### src/rtl/riscv_pkg.sv
// Shared RISC-V front-end definitions: opcode constants, fetch FSM states and the default boot address.
package riscv_pkg;

    localparam logic [6:0] OPC_R      = 7'b0110011;
    localparam logic [6:0] OPC_I      = 7'b0010011;
    localparam logic [6:0] OPC_LOAD   = 7'b0000011;
    localparam logic [6:0] OPC_STORE  = 7'b0100011;
    localparam logic [6:0] OPC_BRANCH = 7'b1100011;
    localparam logic [6:0] OPC_JAL    = 7'b1101111;
    localparam logic [6:0] OPC_LUI    = 7'b0110111;
    localparam logic [6:0] OPC_SYSTEM = 7'b1110011;

    localparam logic [31:0] DEFAULT_RESET_PC = 32'h0000_0000;

    typedef enum logic [1:0] {
        REQ   = 2'd0,
        HOLD  = 2'd1,
        HALT  = 2'd2,
        FAULT = 2'd3
    } fetch_state_t;

    // Instructions are 32-bit words, so any target with low address bits set is unusable.
    function automatic logic is_misaligned(input logic [31:0] addr);
        return addr[1:0] != 2'b00;
    endfunction

endpackage

### src/rtl/instr_fetch_if.sv
// Fetch-side bus bundle: instruction-memory request channel plus the fetch-to-decode channel.
interface instr_fetch_if;

    // Both channels use valid/ready: a transfer happens on a rising edge where the
    // producer's valid (imem_req / if_valid) and the consumer's ready (imem_ready /
    // id_ready) are both high; the producer keeps valid and its payload stable until then.
    logic        imem_req;
    logic [31:0] imem_addr;
    logic        imem_ready;
    logic [31:0] imem_rdata;

    logic        if_valid;
    logic [31:0] if_instr;
    logic [31:0] if_pc;
    logic [6:0]  if_opcode;
    logic        id_ready;

    modport master (
        output imem_req, imem_addr, if_valid, if_instr, if_pc, if_opcode,
        input  imem_ready, imem_rdata, id_ready
    );

    modport slave (
        input  imem_req, imem_addr, if_valid, if_instr, if_pc, if_opcode,
        output imem_ready, imem_rdata, id_ready
    );

endinterface

### src/rtl/instr_fetch_buf.sv
// One-entry instruction/pc holding register between instruction memory and decode.
module fetch_buf (
    input  logic        clk,
    input  logic        rst,
    input  logic        in_valid,
    input  logic [31:0] in_instr,
    input  logic [31:0] in_pc,
    input  logic        out_ready,
    input  logic        flush,
    output logic        out_valid,
    output logic [31:0] out_instr,
    output logic [31:0] out_pc
);

    logic        valid_q;
    logic [31:0] instr_q;
    logic [31:0] pc_q;

    // Payload is left in place when the entry empties; only valid drops.
    always_ff @(posedge clk) begin
        if (rst) begin
            valid_q <= 1'b0;
            instr_q <= 32'h0;
            pc_q    <= 32'h0;
        end else if (in_valid) begin
            valid_q <= 1'b1;
            instr_q <= in_instr;
            pc_q    <= in_pc;
        end else if (flush || (valid_q && out_ready)) begin
            valid_q <= 1'b0;
        end
    end

    assign out_valid = valid_q;
    assign out_instr = instr_q;
    assign out_pc    = pc_q;

endmodule

### src/rtl/instr_fetch.sv
// Instruction fetch stage: PC sequencing, redirect/flush handling, halt on SYSTEM and sticky misalignment fault.
module instr_fetch
    import riscv_pkg::*;
#(
    parameter logic [31:0] RESET_PC = DEFAULT_RESET_PC
) (
    input  logic          clk,
    input  logic          rst,
    instr_fetch_if.master bus,
    input  logic          redirect,
    input  logic [31:0]   redirect_pc,
    output logic          halted,
    output logic          fault,
    output fetch_state_t  state
);

    fetch_state_t state_q;
    logic [31:0]  pc_q;
    logic [31:0]  redir_pc_q;
    logic         flush_q;
    logic         req_q;
    logic         halted_q;
    logic         fault_q;

    logic         buf_valid;
    logic [31:0]  buf_instr;
    logic [31:0]  buf_pc;

    logic         live;
    logic         bad_redirect;
    logic         mem_done;
    logic         buf_load;
    logic         buf_accept;
    logic         buf_flush;

    assign live         = (state_q == REQ) || (state_q == HOLD);
    assign bad_redirect = live && redirect && is_misaligned(redirect_pc);
    assign mem_done     = (state_q == REQ) && bus.imem_ready;
    assign buf_load     = mem_done && !flush_q && !redirect;
    assign buf_accept   = (state_q == HOLD) && bus.id_ready;
    assign buf_flush    = (state_q == HOLD) && redirect;

    fetch_buf u_buf (
        .clk       (clk),
        .rst       (rst),
        .in_valid  (buf_load),
        .in_instr  (bus.imem_rdata),
        .in_pc     (pc_q),
        .out_ready (buf_accept),
        .flush     (buf_flush),
        .out_valid (buf_valid),
        .out_instr (buf_instr),
        .out_pc    (buf_pc)
    );

    always_ff @(posedge clk) begin
        if (rst) begin
            state_q    <= REQ;
            pc_q       <= RESET_PC;
            redir_pc_q <= 32'h0;
            flush_q    <= 1'b0;
            req_q      <= 1'b1;
            halted_q   <= 1'b0;
            fault_q    <= 1'b0;
        end else if (bad_redirect) begin
            state_q  <= FAULT;
            flush_q  <= 1'b0;
            req_q    <= 1'b0;
            fault_q  <= 1'b1;
        end else begin
            case (state_q)
                REQ: begin
                    // The address on the bus stays put until memory answers; a redirect
                    // seen meanwhile is parked and the returning word thrown away.
                    if (bus.imem_ready) begin
                        if (redirect) begin
                            pc_q    <= redirect_pc;
                            flush_q <= 1'b0;
                        end else if (flush_q) begin
                            pc_q    <= redir_pc_q;
                            flush_q <= 1'b0;
                        end else begin
                            state_q <= HOLD;
                            req_q   <= 1'b0;
                        end
                    end else if (redirect) begin
                        redir_pc_q <= redirect_pc;
                        flush_q    <= 1'b1;
                    end
                end
                HOLD: begin
                    if (redirect) begin
                        pc_q    <= redirect_pc;
                        state_q <= REQ;
                        req_q   <= 1'b1;
                    end else if (bus.id_ready) begin
                        pc_q <= 32'(buf_pc + 32'd4);
                        if (buf_instr[6:0] == OPC_SYSTEM) begin
                            state_q  <= HALT;
                            halted_q <= 1'b1;
                        end else begin
                            state_q <= REQ;
                            req_q   <= 1'b1;
                        end
                    end
                end
                HALT:    state_q <= HALT;
                FAULT:   state_q <= FAULT;
                default: state_q <= FAULT;
            endcase
        end
    end

    assign bus.imem_req  = req_q;
    assign bus.imem_addr = pc_q;
    assign bus.if_valid  = buf_valid;
    assign bus.if_instr  = buf_instr;
    assign bus.if_pc     = buf_pc;
    assign bus.if_opcode = buf_instr[6:0];

    assign halted = halted_q;
    assign fault  = fault_q;
    assign state  = state_q;

endmodule

### src/flat_wrapper.sv
// flat-port wrapper written by rule: the top's interface ports become plain ports
module instr_fetch_flat import riscv_pkg::*;
#(
    parameter logic [31:0] RESET_PC = DEFAULT_RESET_PC
)
  (clk, rst, redirect, redirect_pc, halted, fault, state, bus_imem_req, bus_imem_addr, bus_if_valid, bus_if_instr, bus_if_pc, bus_if_opcode, bus_imem_ready, bus_imem_rdata, bus_id_ready);
  instr_fetch_if bus_i ();
  input  logic clk;
  input  logic rst;
  input  logic redirect;
  input  logic [31:0] redirect_pc;
  output logic halted;
  output logic fault;
  output fetch_state_t state;
  output wire logic [$bits(bus_i.imem_req)-1:0] bus_imem_req;
  output wire logic [$bits(bus_i.imem_addr)-1:0] bus_imem_addr;
  output wire logic [$bits(bus_i.if_valid)-1:0] bus_if_valid;
  output wire logic [$bits(bus_i.if_instr)-1:0] bus_if_instr;
  output wire logic [$bits(bus_i.if_pc)-1:0] bus_if_pc;
  output wire logic [$bits(bus_i.if_opcode)-1:0] bus_if_opcode;
  input wire logic [$bits(bus_i.imem_ready)-1:0] bus_imem_ready;
  input wire logic [$bits(bus_i.imem_rdata)-1:0] bus_imem_rdata;
  input wire logic [$bits(bus_i.id_ready)-1:0] bus_id_ready;
  assign bus_imem_req = bus_i.imem_req;
  assign bus_imem_addr = bus_i.imem_addr;
  assign bus_if_valid = bus_i.if_valid;
  assign bus_if_instr = bus_i.if_instr;
  assign bus_if_pc = bus_i.if_pc;
  assign bus_if_opcode = bus_i.if_opcode;
  assign bus_i.imem_ready = bus_imem_ready;
  assign bus_i.imem_rdata = bus_imem_rdata;
  assign bus_i.id_ready = bus_id_ready;
  instr_fetch #(.RESET_PC(RESET_PC)) u_core (.clk(clk), .rst(rst), .bus(bus_i), .redirect(redirect), .redirect_pc(redirect_pc), .halted(halted), .fault(fault), .state(state));
endmodule
### config.mk
export PLATFORM = sky130hd
export DESIGN_NAME = instr_fetch_flat
export DESIGN_NICKNAME = d
export VERILOG_FILES = /design/src/rtl/riscv_pkg.sv /design/src/rtl/instr_fetch_if.sv /design/src/rtl/instr_fetch_buf.sv /design/src/rtl/instr_fetch.sv /design/src/flat_wrapper.sv
export SDC_FILE = /design/constraint.sdc
export NUM_CORES = 1
export LEC_CHECK = 0
export ABC_AREA = 0
export CAP_MARGIN = 40
export CORE_MARGIN = 2
export CORE_UTILIZATION = 52
export DETAILED_ROUTE_END_ITERATION = 10
export PLACE_DENSITY = 0.86
export SLEW_MARGIN = 20
export SYNTH_ARGS = -nofsm -noshare
export SYNTH_HDL_FRONTEND = slang
export SYNTH_HIERARCHICAL = 1
export SYNTH_SLANG_ARGS = --single-unit
### constraint.sdc
create_clock -name clk -period 5.5 [get_ports clk]
set_clock_uncertainty 0.05 [all_clocks]
set_input_delay 0.55 -clock clk [delete_from_list [all_inputs] [get_ports clk]]
set_output_delay 0.55 -clock clk [all_outputs]
set_load 0.005 [all_outputs]
==> results of run 1 <==
kinds of logic (layout without fill, tap and decap cells):
group / count (synthesis) / count (layout) / synth area share
simple gates: 300 / 300 / 0.2190
compound gates: 144 / 144 / 0.1519
flops: 135 / 135 / 0.4273
buf+inv: 75 / 234 / 0.06390
mux: 70 / 70 / 0.1108
xor+xnor: 11 / 11 / 0.01523
fa+ha+maj: 6 / 6 / 0.01187
Yosys cell counts (all sizes together), types with 4 or more instances:
| cell | instances |
|---|---|
| dfxtp | 135 |
| ha | 6 |
| nand4 | 7 |
| or4 | 6 |
| buf | 24 |
| xor2 | 5 |
| nor4 | 11 |
| a31oi | 4 |
| nand2 | 87 |
| nor2b | 5 |
| a311oi | 10 |
| o31ai | 4 |
| o21ai | 13 |
| a211o | 4 |
| mux2i | 70 |
| nand3 | 14 |
| or3 | 9 |
| a21oi | 52 |
| nor3 | 16 |
| xnor2 | 6 |
| inv | 14 |
| a211oi | 27 |
| and3 | 13 |
| o211ai | 6 |
| nor2 | 110 |
| nand2b | 7 |
| clkbuf | 37 |
per-layer routing:
layer | part of all wire | up-vias
met3 | 0.077 | 41
met4 | 0.025 | 0
met5 | 0 | -
met2 | 0.49 | 309
met1 | 0.41 | 2884
li1 | - | 2918
area by class of cell:
class / count / area (um2)
fill: 896 / 3382
clock buffer: 26 / 499.2
inverter: 14 / 52.55
tap: 147 / 183.9
clock inverter: 4 / 20.02
multi-input combinational: 531 / 3232
timing repair buffer: 190 / 1889
sequential: 135 / 2703
power by group:
group | switching (uW) | internal, uW | leakage [uW]
Combinational | 326 | 334 | 0.00158
Sequential | 72.4 | 1060 | 0.00110
Clock | 397 | 615 | 0.000260
how the worst max path moves through the flow:
| stage | endpoint | slack [ns] | cells after the start |
|---|---|---|---|
| after floorplan | u_core/bus.imem_addr[28]$_SDFFE_PP0P_ | 3.17 | 10 |
| after global placement | u_core/bus.imem_addr[28]$_SDFFE_PP0P_ | 2.21 | 8 |
| after detailed placement | u_core/bus.imem_addr[28]$_SDFFE_PP0P_ | 2.05 | 8 |
| after CTS | u_core/bus.imem_addr[28]$_SDFFE_PP0P_ | 2.01 | 8 |
| after global routing | u_core/bus.imem_addr[24]$_SDFFE_PP0P_ | 2.52 | 5 |
| final | u_core/bus.imem_addr[22]$_SDFFE_PP0P_ | 2.59 | 5 |
critical path: cells and delay by family (launching register included):
kind | cells | cell delay, ns
flip-flops | 1 | 0.47
AND/OR/NAND/NOR | 3 | 1.81
AO/OA/AOI/OAI | 2 | 0.47
per-stage QoR:
step | cells | power (uW) | utilization
final | 1047 | 2809 | 0.7173
after global routing | 1047 | 2926 | 0.7173
after CTS | 1044 | 2803 | 0.7139
after detailed placement | 1014 | 1795 | 0.6705
after global placement | 1011 | 1772 | 0.6677
after floorplan | 741 | 1513 | -
registers in the layout (all words and copies together) (netlist names):
signal	flops
u_core/flush_q	1
u_core/halted	1
u_core/state	2
u_core/u_buf/out_valid	1
u_core/bus.imem_addr	32
u_core/bus.imem_req	1
u_core/u_buf/out_pc	32
u_core/fault	1
u_core/redir_pc_q	32
u_core/u_buf/out_instr	32
==> flow_summary_export.csv, run 1 <==
group,metric,value,unit
sta,min_period,2.912,ns
cts,clk_pin_slew,0.06,ns
detailed_routing,drc,0,
cts,cts_tree,"yes",
yosys,ys_types,61,
grt,grtUsageMet1,0.3377,
placement,post-dp-hpwl,12040,um
worst_setup_path,critical_path.max_fanout,13,
grt,grt_max_degree,77,
grt,grt_most_used_layer,"met2",
detailed_routing,postRouteAntennaNets,0,
worst_setup_path,crit_top_cell,"or4_1",
min_path,hold_class,"reg2reg",
placement,io_buffers,177,
yosys,synthFlopType,"dfxtp_1",
sta,relSlewSlack,0.4983,
grt,grt_pass1_vias,5711,
yosys,synthTopCellsByArea,"dfxtp_1 43%, mux2i_1 11%, nor2_1 6.5%, nand2_1 5.2%, a21oi_1 4.1%",
min_path,min_path_cells,2,
cts,ctsLongestPathBuffers,2,
detailed_routing,drt-initial-drc-count,579,
grt,grt_overflow,0,
worst_setup_path,cp_data_required_time,5.77,ns
power,vdd_drop_max,214.1,uV
layout,nNetsFinal,964,
detailed_routing,dr.pass1.iters,6,
grt,met2_usage,0.4560,
sta,whs,0.3980,ns
worst_setup_path,path_cells,"nand4_1, or4_1, or4_1, a21o_1, a311oi_1",
sta,final.setup.worst_slack,2.588,ns
sta,worst_pin_slew,0.7510,ns
grt,met3_usage,0.06988,
worst_setup_path,rrSetupSlack,2.59,ns
cts,clock_latency,0.42,ns
sta,grt_setup_unrepaired,"false",
grt,grt_usage,0.2739,
detailed_routing,drt_wl_total,18000,um
min_path,hp-start,"u_core/redir_pc_q[31]$_SDFFE_PP0P_",
cts,cts_buffers,17,
layout,insertedDiodeCount,0,
sta,fin_tns_setup,0,ns
yosys,yosysWarnings,6,
grt,antenna_found_initial,0,
cts,cts_resized,0,
sta,finalHoldViolCount,0,
cts,ctsHoldBuffers,0,
min_path,holdPathEnd,"u_core/redir_pc_q[31]$_SDFFE_PP0P_",
sta,slew_viol_final,0,
worst_setup_path,critPathLaunchType,"register",
worst_setup_path,timing_worst_setup_path_type,"reg2reg",
floorplan,initial_core_util,0.5288,
worst_setup_path,r2r_end,"u_core/bus.imem_addr[22]$_SDFFE_PP0P_",
sta,finalCritPeriodShare,0.5295,
detailed_routing,wl_per_cell,17.19,um
floorplan,die_width,114.3,um
worst_setup_path,worstReg2RegStart,"u_core/u_buf/out_pc[7]$_SDFFE_PP0P_",
yosys,synthesis.area,6325,um2
floorplan,rows,40,
layout,final_cell_mix,"175 x clkdlybuf4s50_1, 135 x dfxtp_1, 110 x nor2_1",
outcome,status,"completed",
yosys,yosysTopAreaCellShare,0.4273,
worst_setup_path,critPathSlowestCell,"or4_1",
yosys,syn-num-nets,816,
worst_setup_path,startpoint,"u_core/u_buf/out_pc[7]$_SDFFE_PP0P_",
layout,syn_to_final_growth,35.65,%
yosys,synthArstFlopShare,0,
yosys,synth-edff-count,0,
cts,htree_levels,4,
detailed_routing,viasPerCell,5.876,
floorplan,core_area,11960,um2
power,leakagePower,0.002937,uW
placement,place.gp.congestion,0.8609,
grt,grt_first_pass_wirelength,28350,um
worst_setup_path,slowest_delay,0.81,ns
placement,dpl_cell_area,8020,um2
power,p_per_area,327.4,nW/um2
yosys,seq_area_frac_synth,0.4273,
yosys,synth_cells,741,
cts,cts-root-buf,"clkbuf_16",
yosys,postSynthAreaPerCell,8.536,um2
placement,dpl_worst_slack,2.050,ns
detailed_routing,vias,6152,
floorplan,ios,178,
job,drv_cap,0,
layout,post-route-cell-area,8579,um2
sta,fmax,343.4,MHz
worst_setup_path,endpoint_kind,"register",
worst_setup_path,ff2ff_path_depth,5,
layout,final_common_cell,"clkdlybuf4s50_1",
floorplan,dieHeight,114.3,um
sta,setup_violations,0,
yosys,synth_seq_cells,135,
worst_setup_path,crit_arrival,3.18,ns
floorplan,die_area,13060,um2
cts,clkSinkCount,135,
cts,post-cts-setup-buffers,0,
yosys,yosys.area.top_type,"dfxtp_1",
layout,drive_above_1_share,0.05778,
No activity file was read; power rests on OpenSTA's default activity.
==> inputs of run 2 (changes only) <==
--- a/config.mk
+++ b/config.mk
@@ -8,9 +8,9 @@
 export ABC_AREA = 0
 export CAP_MARGIN = 40
 export CORE_MARGIN = 2
-export CORE_UTILIZATION = 52
+export CORE_UTILIZATION = 48
 export DETAILED_ROUTE_END_ITERATION = 10
-export PLACE_DENSITY = 0.86
+export PLACE_DENSITY = 0.8
 export SLEW_MARGIN = 20
 export SYNTH_ARGS = -nofsm -noshare
 export SYNTH_HDL_FRONTEND = slang
==> constraint.sdc (replaced) <==
create_clock -name clk -period 2.9 [get_ports clk]
set_clock_uncertainty 0.05 [all_clocks]
set_input_delay 0.29 -clock clk [delete_from_list [all_inputs] [get_ports clk]]
set_output_delay 0.29 -clock clk [all_outputs]
set_load 0.005 [all_outputs]
==> flow_summary_export.csv, run 2 (same netlist as run 1, synthesis figures left out) <==
group,metric,value,unit
detailed_routing,drt_wl_total,18930,um
sta,fin_tns_setup,0,ns
worst_setup_path,rrSetupSlack,0.40,ns
layout,final_cell_mix,"175 x clkdlybuf4s50_1, 135 x dfxtp_1, 110 x nor2_1",
grt,grt_max_degree,69,
worst_setup_path,critPathSlowestCell,"or4_1",
detailed_routing,viasPerCell,5.752,
cts,clock_latency,0.42,ns
worst_setup_path,r2r_end,"u_core/bus.imem_addr[24]$_SDFFE_PP0P_",
cts,cts_resized,0,
layout,drive_above_1_share,0.06498,
min_path,hp-start,"rst",
cts,clk_pin_slew,0.06,ns
sta,relSlewSlack,0.6795,
grt,grt_usage,0.2694,
outcome,status,"completed",
grt,grt_overflow,0,
floorplan,ios,178,
power,leakagePower,0.002974,uW
sta,whs,0.2218,ns
sta,final.setup.worst_slack,0.4026,ns
layout,final-seq-area,2703,um2
sta,finalCritPeriodShare,0.8612,
power,vdd_drop_max,367.8,uV
worst_setup_path,critPathLaunchType,"register",
layout,syn_to_final_growth,37.03,%
floorplan,die_width,118.8,um
worst_setup_path,cp_data_required_time,3.20,ns
detailed_routing,drc,0,
sta,fmax,400.4,MHz
detailed_routing,drt-initial-drc-count,438,
grt,antenna_found_initial,0,
floorplan,rows,41,
job,drv_cap,0,
layout,fillers,1076,
min_path,hold_class,"in2reg",
sta,setup_violations,0,
layout,nNetsFinal,972,
placement,post-dp-hpwl,13370,um
placement,io_buffers,177,
worst_setup_path,timing_worst_setup_path_type,"reg2reg",
floorplan,dieHeight,118.8,um
worst_setup_path,slowest_delay,0.68,ns
worst_setup_path,crit_arrival,2.80,ns
layout,multi_input_area,3231,um2
detailed_routing,dr.pass1.iters,9,
power,power,5320,uW
cts,cts-root-buf,"clkbuf_16",
cts,clkSinkCount,135,
cts,cts_buffers,17,
cts,ctsHoldBuffers,0,
min_path,holdPathEnd,"u_core/u_buf/out_pc[9]$_SDFFE_PP0P_",
cts,cts_tree,"yes",
worst_setup_path,endpoint_kind,"register",
sta,min_period,2.497,ns
sta,grt_setup_unrepaired,"false",
min_path,min_path_cells,2,
floorplan,initial_core_util,0.4971,
layout,final_common_cell,"clkdlybuf4s50_1",
grt,grt_first_pass_wirelength,30410,um
grt,grt_pass1_vias,6011,
layout,post-route-cell-area,8667,um2
detailed_routing,vias,6212,
cts,htree_levels,4,
power,p_per_area,613.8,nW/um2
worst_setup_path,path_cells,"nand3_1, or4_1, or4_4, or3_1, a31oi_1",
sta,finalHoldViolCount,0,
floorplan,core_area,12720,um2
sta,slew_viol_final,0,
cts,post-cts-setup-buffers,0,
placement,dpl_worst_slack,0.4419,ns
worst_setup_path,critical_path.max_fanout,7,
cts,ctsLongestPathBuffers,2,
detailed_routing,postRouteAntennaNets,0,
detailed_routing,wl_per_cell,17.52,um
layout,insertedDiodeCount,0,
placement,place.gp.congestion,0.8394,
worst_setup_path,startpoint,"u_core/u_buf/out_pc[14]$_SDFFE_PP0P_",
worst_setup_path,worstReg2RegStart,"u_core/u_buf/out_pc[14]$_SDFFE_PP0P_",
worst_setup_path,ff2ff_path_depth,5,
sta,worst_pin_slew,0.4771,ns
floorplan,die_area,14110,um2
placement,dpl_cell_area,8148,um2
[run 2: cell types whose count changed in the layout (fill, tap and decap cells not counted)]
cell	before	now
buf_12	1	2
buf_4	9	20
buf_8	2	0
clkbuf_2	1	0
clkdlybuf4s18_2	1	0
or3_1	8	9
or3_2	1	0
[run 2: final cells by class]
cell class / instances / share of cell area
multi-input cells: 531 / 0.3727
flip-flops and latches: 135 / 0.3118
repair buffers: 198 / 0.2246
clock buffers: 26 / 0.05760
well taps: 172 / 0.02483
inverters: 14 / 0.006063
clock inverters: 4 / 0.002310
[run 2: metal layers]
metal,vias up,routed length [um],part of all wire,global-route usage
li1,2933,-,-,-
met1,2976,7799,0.41,0.3331
met2,257,9291,0.49,0.4486
met3,46,1265,0.067,0.05405
met4,0,570,0.030,0.1272
met5,-,0,0,0
[run 2: power by group]
part	internal, uW	leakage [uW]	switching (uW)	total (uW)
clock network	1170	0.000260	740	1910
logic	625	0.00162	632	1260
registers	2020	0.00110	138	2160
total	3810	0.00297	1510	5320
[run 2: worst max-delay path by stage]
stage                                       endpoint  slack (ns)  depth (start not counted)
6_report       u_core/bus.imem_addr[24]$_SDFFE_PP0P_        0.40                          5
5_1_grt         u_core/bus.imem_addr[6]$_SDFFE_PP0P_        0.31                          8
4_1_cts        u_core/bus.imem_addr[24]$_SDFFE_PP0P_        0.42                          5
3_5_place_dp   u_core/bus.imem_addr[24]$_SDFFE_PP0P_        0.44                          5
3_3_place_gp   u_core/bus.imem_addr[24]$_SDFFE_PP0P_        0.52                          5
2_1_floorplan  u_core/bus.imem_addr[28]$_SDFFE_PP0P_        0.57                         10
[run 2: per-stage QoR]
stage | std cells | util
floorplan | 741 | -
global placement | 1050 | 0.6404
detailed placement | 1050 | 0.6404
CTS | 1080 | 0.6813
global route | 1080 | 0.6813
finish | 1080 | 0.6813
[run 2: worst max-delay path: cells and delay by family (launching register included)]
kind | cells | cell delay, ns
and+or+nand+nor | 4 | 1.77
AOI/OAI and AO/OA | 1 | 0.15
DFF | 1 | 0.45
==> patch 1, RTL diff (settings of run 2) <==
Register the output `fault` once more, cleared by the reset; this adds one clock of latency there. The other outputs are not delayed to match.
--- a/src/rtl/instr_fetch.sv
+++ b/src/rtl/instr_fetch.sv
@@ -121,3 +121,9 @@
     assign halted = halted_q;
-    assign fault  = fault_q;
+    always_ff @(posedge clk) begin
+        if (rst) begin
+            fault <= '0;
+        end else begin
+            fault <= fault_q;
+        end
+    end
     assign state  = state_q;
Check against the original RTL: not equivalent (a bounded check fails within 4 cycles, from zero or initial values and one cycle with rst high).
==> patch 1 against run 2 <==
  * Routed wire length fell by 4.0%
  * Sequential cell count increased by 1
  * Final area up 2.0%
  * Fmax increased by 1.8%
  * Utilization decreased by 0.58 points
  * Worst setup slack gained 0.044 ns
  * Power increased by 7.9%
  * Area after synthesis rose by 0.42%
==> patch 1: results (changes against run 2) <==
[global_routing]
antenna_found_initial=0  ; unchanged
grt_max_degree=57  ; was 69
grt_pass1_wl_um=29300  ; was 30400 µm
grt_pass1_vias=5798  ; was 6011
grtUsageTotal_pct=25.8  ; was 26.9%

[final_layout]
fillCellCount=1066  ; was 1076
n_antenna_cell=0  ; unchanged
drive_gt1_share_pct=7.22  ; was 6.50%
seq_area_um2=2720  ; was 2700 µm²
num-nets-final=976  ; was 972

[placed_design]
gp_congestion=0.917  ; was 0.839
dp_hpwl_um=12400  ; was 13400 µm
place_area_um2=8210  ; was 8150 µm²
portBuffers=177  ; unchanged
post-place-cells=1058  ; was 1050
pre_cts_ws_ns=0.458  ; was 0.442 ns

[synth]
ys_types=61  ; unchanged
yosys-top-cells-count=dfxtp_1 (136), nor2_1 (110), nand2_1 (87)  ; was dfxtp_1 (135), nor2_1 (110), nand2_1 (87)
seq_area_frac_synth_pct=42.9  ; was 42.7%
synth_edf_count=0  ; unchanged
synthTopCellsByArea=dfxtp_1 (43%), mux2i_1 (11%), nor2_1 (6.5%), nand2_1 (5.1%), a21oi_1 (4.1%)  ; was dfxtp_1 (43%), mux2i_1 (11%), nor2_1 (6.5%), nand2_1 (5.2%), a21oi_1 (4.1%)
syn-instance-count=743  ; was 741
syn_nets=818  ; was 816
yosysWarnings=6  ; unchanged
synth_flop_cell=dfxtp_1  ; unchanged
async_flop_share_pct=0  ; unchanged

[clock_network]
postCtsSetupRepairBufs=0  ; unchanged
cts_root_buf=clkbuf_16  ; unchanged
clock_latency_ns=0.42  ; about the same
clock_path_buffers=2  ; unchanged
cts_buffers=17  ; unchanged
cts_resized=0  ; unchanged
h-tree-depth=4  ; unchanged
clk_pin_slew_ns=0.06  ; about the same

[outcome]
status=finished clean  ; unchanged

[routing]
drt_iter0_drc=595  ; was 438
drc_errors=0  ; unchanged
drt_pre_antenna_iters=6  ; was 9
via_count=6073  ; was 6212
viasPerCell=5.57  ; was 5.75
wirelength_um=18200  ; was 18900 µm

[hold_path]
min_from=rst  ; unchanged
hp-class=input port to flip-flop  ; unchanged

[setup_path]
crit_fanout=11  ; was 7
cp.arrival_ns=2.74  ; was 2.80 ns
cp-startpoint=u_core/state[0]$_SDFFE_PP0P_  ; was u_core/u_buf/out_pc[14]$_SDFFE_PP0P_

[power]
p_leak_nw=3.04  ; was 2.97 nW
irDropWorstVdd_mv=0.367  ; was 0.368 mV

[sta]
tightestPinTransition_ns=0.639  ; was 0.477 ns
finalSetupViolCount=0  ; unchanged

patch 1: metal layers:
layer | vias to the layer above | global-route usage, % | part of all wire [%]
met4 | 0 | 12.3 | 3.1
met3 | 46 | 5.60 | 5.7
met1 | 2869 | 31.6 | 43
met2 | 212 | 43.1 | 48
li1 | 2946 | - | -
met5 | - | 0 | 0
patch 1: area by class of cell:
type | count | share of cell area, %
timing repair buffer | 200 | 22.3
tap | 176 | 2.49
clock buffer | 21 | 5.21
sequential | 136 | 30.8
clock inverter | 11 | 1.94
multi-input combinational | 532 | 36.6
inverter | 14 | 0.595
patch 1: worst max-delay path, cell delays in order, from the launching register on:
cell and delay, ns:
dfxtp_1 0.40, inv_1 0.11, ha_1 0.29, nand2b_1 0.17
a21oi_1 0.29, and2_1 0.51, buf_4 0.28, nor2_1 0.06
a211oi_1 0.20
patch 1: cells by family (layout without fill, tap and decap cells):
group / Yosys count / after routing / share of synthesized area (%)
mux: 70 / 70 / 11.0
flops: 136 / 136 / 42.9
compound gates: 144 / 144 / 15.1
simple gates: 301 / 301 / 21.9
fa+ha+maj: 6 / 6 / 1.18
buf+inv: 75 / 246 / 6.36
xor+xnor: 11 / 11 / 1.52
patch 1: report_power, final:
group	internal (mW)	leakage (nW)	switching (mW)
Clock	1.48	0.303	0.826
Combinational	0.642	1.63	0.616
Sequential	2.03	1.11	0.137
patch 1: worst paths after layout:
path              depth (start not counted)  slack (ns)                              endpoint
hold / removal                            2        0.21   u_core/u_buf/out_pc[9]$_SDFFE_PP0P_
setup reg to reg                          8        0.45  u_core/bus.imem_addr[8]$_SDFFE_PP0P_
hold reg to reg                           2        0.40    u_core/redir_pc_q[15]$_SDFFE_PP0P_
setup / recovery                          8        0.45  u_core/bus.imem_addr[8]$_SDFFE_PP0P_
==> patch 2, RTL diff (config.mk and constraints of run 2) <==
Without the edit above. Make the reset (`rst`) asynchronous in 2 clocked blocks.
--- a/src/rtl/instr_fetch_buf.sv
+++ b/src/rtl/instr_fetch_buf.sv
@@ -19,3 +19,3 @@
     // Payload is left in place when the entry empties; only valid drops.
-    always_ff @(posedge clk) begin
+    always_ff @(posedge clk or posedge rst) begin
         if (rst) begin
--- a/src/rtl/instr_fetch.sv
+++ b/src/rtl/instr_fetch.sv
@@ -55,3 +55,3 @@
 
-    always_ff @(posedge clk) begin
+    always_ff @(posedge clk or posedge rst) begin
         if (rst) begin
Behaviour: differs if rst is asserted again (counterexample within 4 cycles, from zero or initial values and one cycle with rst high); with rst held inactive, the same outputs for 4 cycles.
==> patch 2 against run 2 <==
  * Sequential cell count did not move
  * Area after synthesis increased by 4.4%
  * Count of clock-buffer cells in the layout is 2 lower
  * Synthesized cell count fell by 25%
  * Worst setup slack got worse by 0.17 ns
  * Worst hold slack lost 0.090 ns
  * Sequential share of layout area grew 6.0 points
  * Final area is 4.9% higher
  * Routed wire length shrank 8.0%
  * Utilization barely moved
  * Die area up 4.3%
  * Critical path type unchanged
  * Highest routed layer unchanged
Power is not compared: it rests on default switching activity, and its combinational part moved more than twofold at a synthesized area within 25%.
==> patch 2: results (changes against run 2) <==
[outcome]
status=finished clean  ; unchanged

[final_layout]
fillCellCount=1004  ; was 1076
num-nets-final=802  ; was 972
drive_gt1_share_pct=20.4  ; was 6.50%

[clock_network]
cts_resized=0  ; unchanged
clock_latency_ns=0.42  ; about the same
h-tree-depth=4  ; unchanged
cts_root_buf=clkbuf_16  ; unchanged

[routing]
wirelength_um=17400  ; was 18900 µm
route.met2.wl_um=8640  ; was 9290 µm
drt_iter0_drc=234  ; was 438
viasPerCell=5.63  ; was 5.75
wl_met3_um=1260  ; was 1270 µm
drt_pre_antenna_iters=5  ; was 9
wl_met1_um=7180  ; was 7800 µm

[setup_path]
timing.rr.start=u_core/state[0]$_DFFE_PP0P_  ; was u_core/u_buf/out_pc[14]$_SDFFE_PP0P_
worstReg2RegEnd=u_core/bus.imem_addr[8]$_DFFE_PP0P_  ; was u_core/bus.imem_addr[24]$_SDFFE_PP0P_
ff2ff_path_depth=8  ; was 5
cp.arrival_ns=2.97  ; was 2.80 ns
timing.reg2reg.setup_slack_ns=0.24  ; was 0.40 ns
crit_fanout=9  ; was 7

[placed_design]
place_area_um2=8550  ; was 8150 µm²
gp_congestion=0.883  ; was 0.839
pre_cts_ws_ns=0.282  ; was 0.442 ns
dp_hpwl_um=12400  ; was 13400 µm

[global_routing]
grt_max_degree=43  ; was 69
gr-usage-met1_pct=30.2  ; was 33.3%
grt_use_met2_pct=40.1  ; was 44.9%
grt_use_met3_pct=6.30  ; was 5.41%
grt_pass1_vias=5186  ; was 6011
grtUsageTotal_pct=24.0  ; was 26.9%
grt_pass1_wl_um=27200  ; was 30400 µm

[synth]
synthTopCellsByArea=dfrtp_1 (51%), mux2_4 (11%), mux2_2 (7.7%), nor2_1 (2.0%), o221ai_1 (1.9%)  ; was dfxtp_1 (43%), mux2i_1 (11%), nor2_1 (6.5%), nand2_1 (5.2%), a21oi_1 (4.1%)
yosys-top-cells-count=dfrtp_1 (134), mux2_4 (49), mux2_2 (45)  ; was dfxtp_1 (135), nor2_1 (110), nand2_1 (87)
async_flop_share_pct=100  ; was 0%
seq_area_frac_synth_pct=51.2  ; was 42.7%

[hold_path]
hp-class=input port to asynchronous set/reset pin  ; was input port to flip-flop

[sta]
max_slew_margin_pct=60.0  ; was 67.9%

[patch 2: changes by cell type in the layout (fill, tap and decap cells not counted), moves of 45 or more]
cell | run 2 | this run
dfrtp_1 | 0 | 134
dfxtp_1 | 135 | 0
mux2_2 | 0 | 45
mux2_4 | 0 | 49
mux2i_1 | 70 | 4
nand2_1 | 87 | 30
nor2_1 | 110 | 35
[patch 2: through the flow]
stage	util, %	std cells	hold slack, ns	power, mW
2_1_floorplan	-	553	0.388	5.53
3_3_place_gp	63.9	882	0.393	7.50
3_5_place_dp	64.0	883	0.415	7.67
4_1_cts	67.9	911	0.125	9.61
5_1_grt	68.1	912	0.151	10.1
6_report	68.1	912	0.132	9.56
[patch 2: how the worst max path moves through the flow]
stage	endpoint	slack, ns	cells past startpoint
2_1_floorplan	u_core/bus.imem_addr[23]$_DFFE_PP0P_	0.73	9
6_report	u_core/bus.imem_addr[8]$_DFFE_PP0P_	0.24	8
4_1_cts	u_core/bus.imem_addr[8]$_DFFE_PP0P_	0.30	8
3_5_place_dp	u_core/bus.imem_addr[8]$_DFFE_PP0P_	0.28	7
5_1_grt	u_core/bus.imem_addr[8]$_DFFE_PP0P_	0.04	8
3_3_place_gp	u_core/bus.imem_addr[8]$_DFFE_PP0P_	0.42	7
[patch 2: logic make-up after synthesis]
group,Yosys count,synth area share [%]
compound gates,90,8.87
xor+xnor,22,2.92
mux,98,19.4
buf+inv,53,4.19
flops,135,51.2
fa+ha+maj,6,1.14
simple gates,149,12.3
[patch 2: final cells by class]
| class | instances | area share (%) |
|---|---|---|
| Sequential cell | 135 | 37.2 |
| Clock buffer | 24 | 5.41 |
| Multi-Input combinational cell | 365 | 32.6 |
| Inverter | 12 | 0.496 |
| Tap cell | 176 | 2.42 |
| Clock inverter | 4 | 0.248 |
| Timing Repair Buffer | 196 | 21.6 |
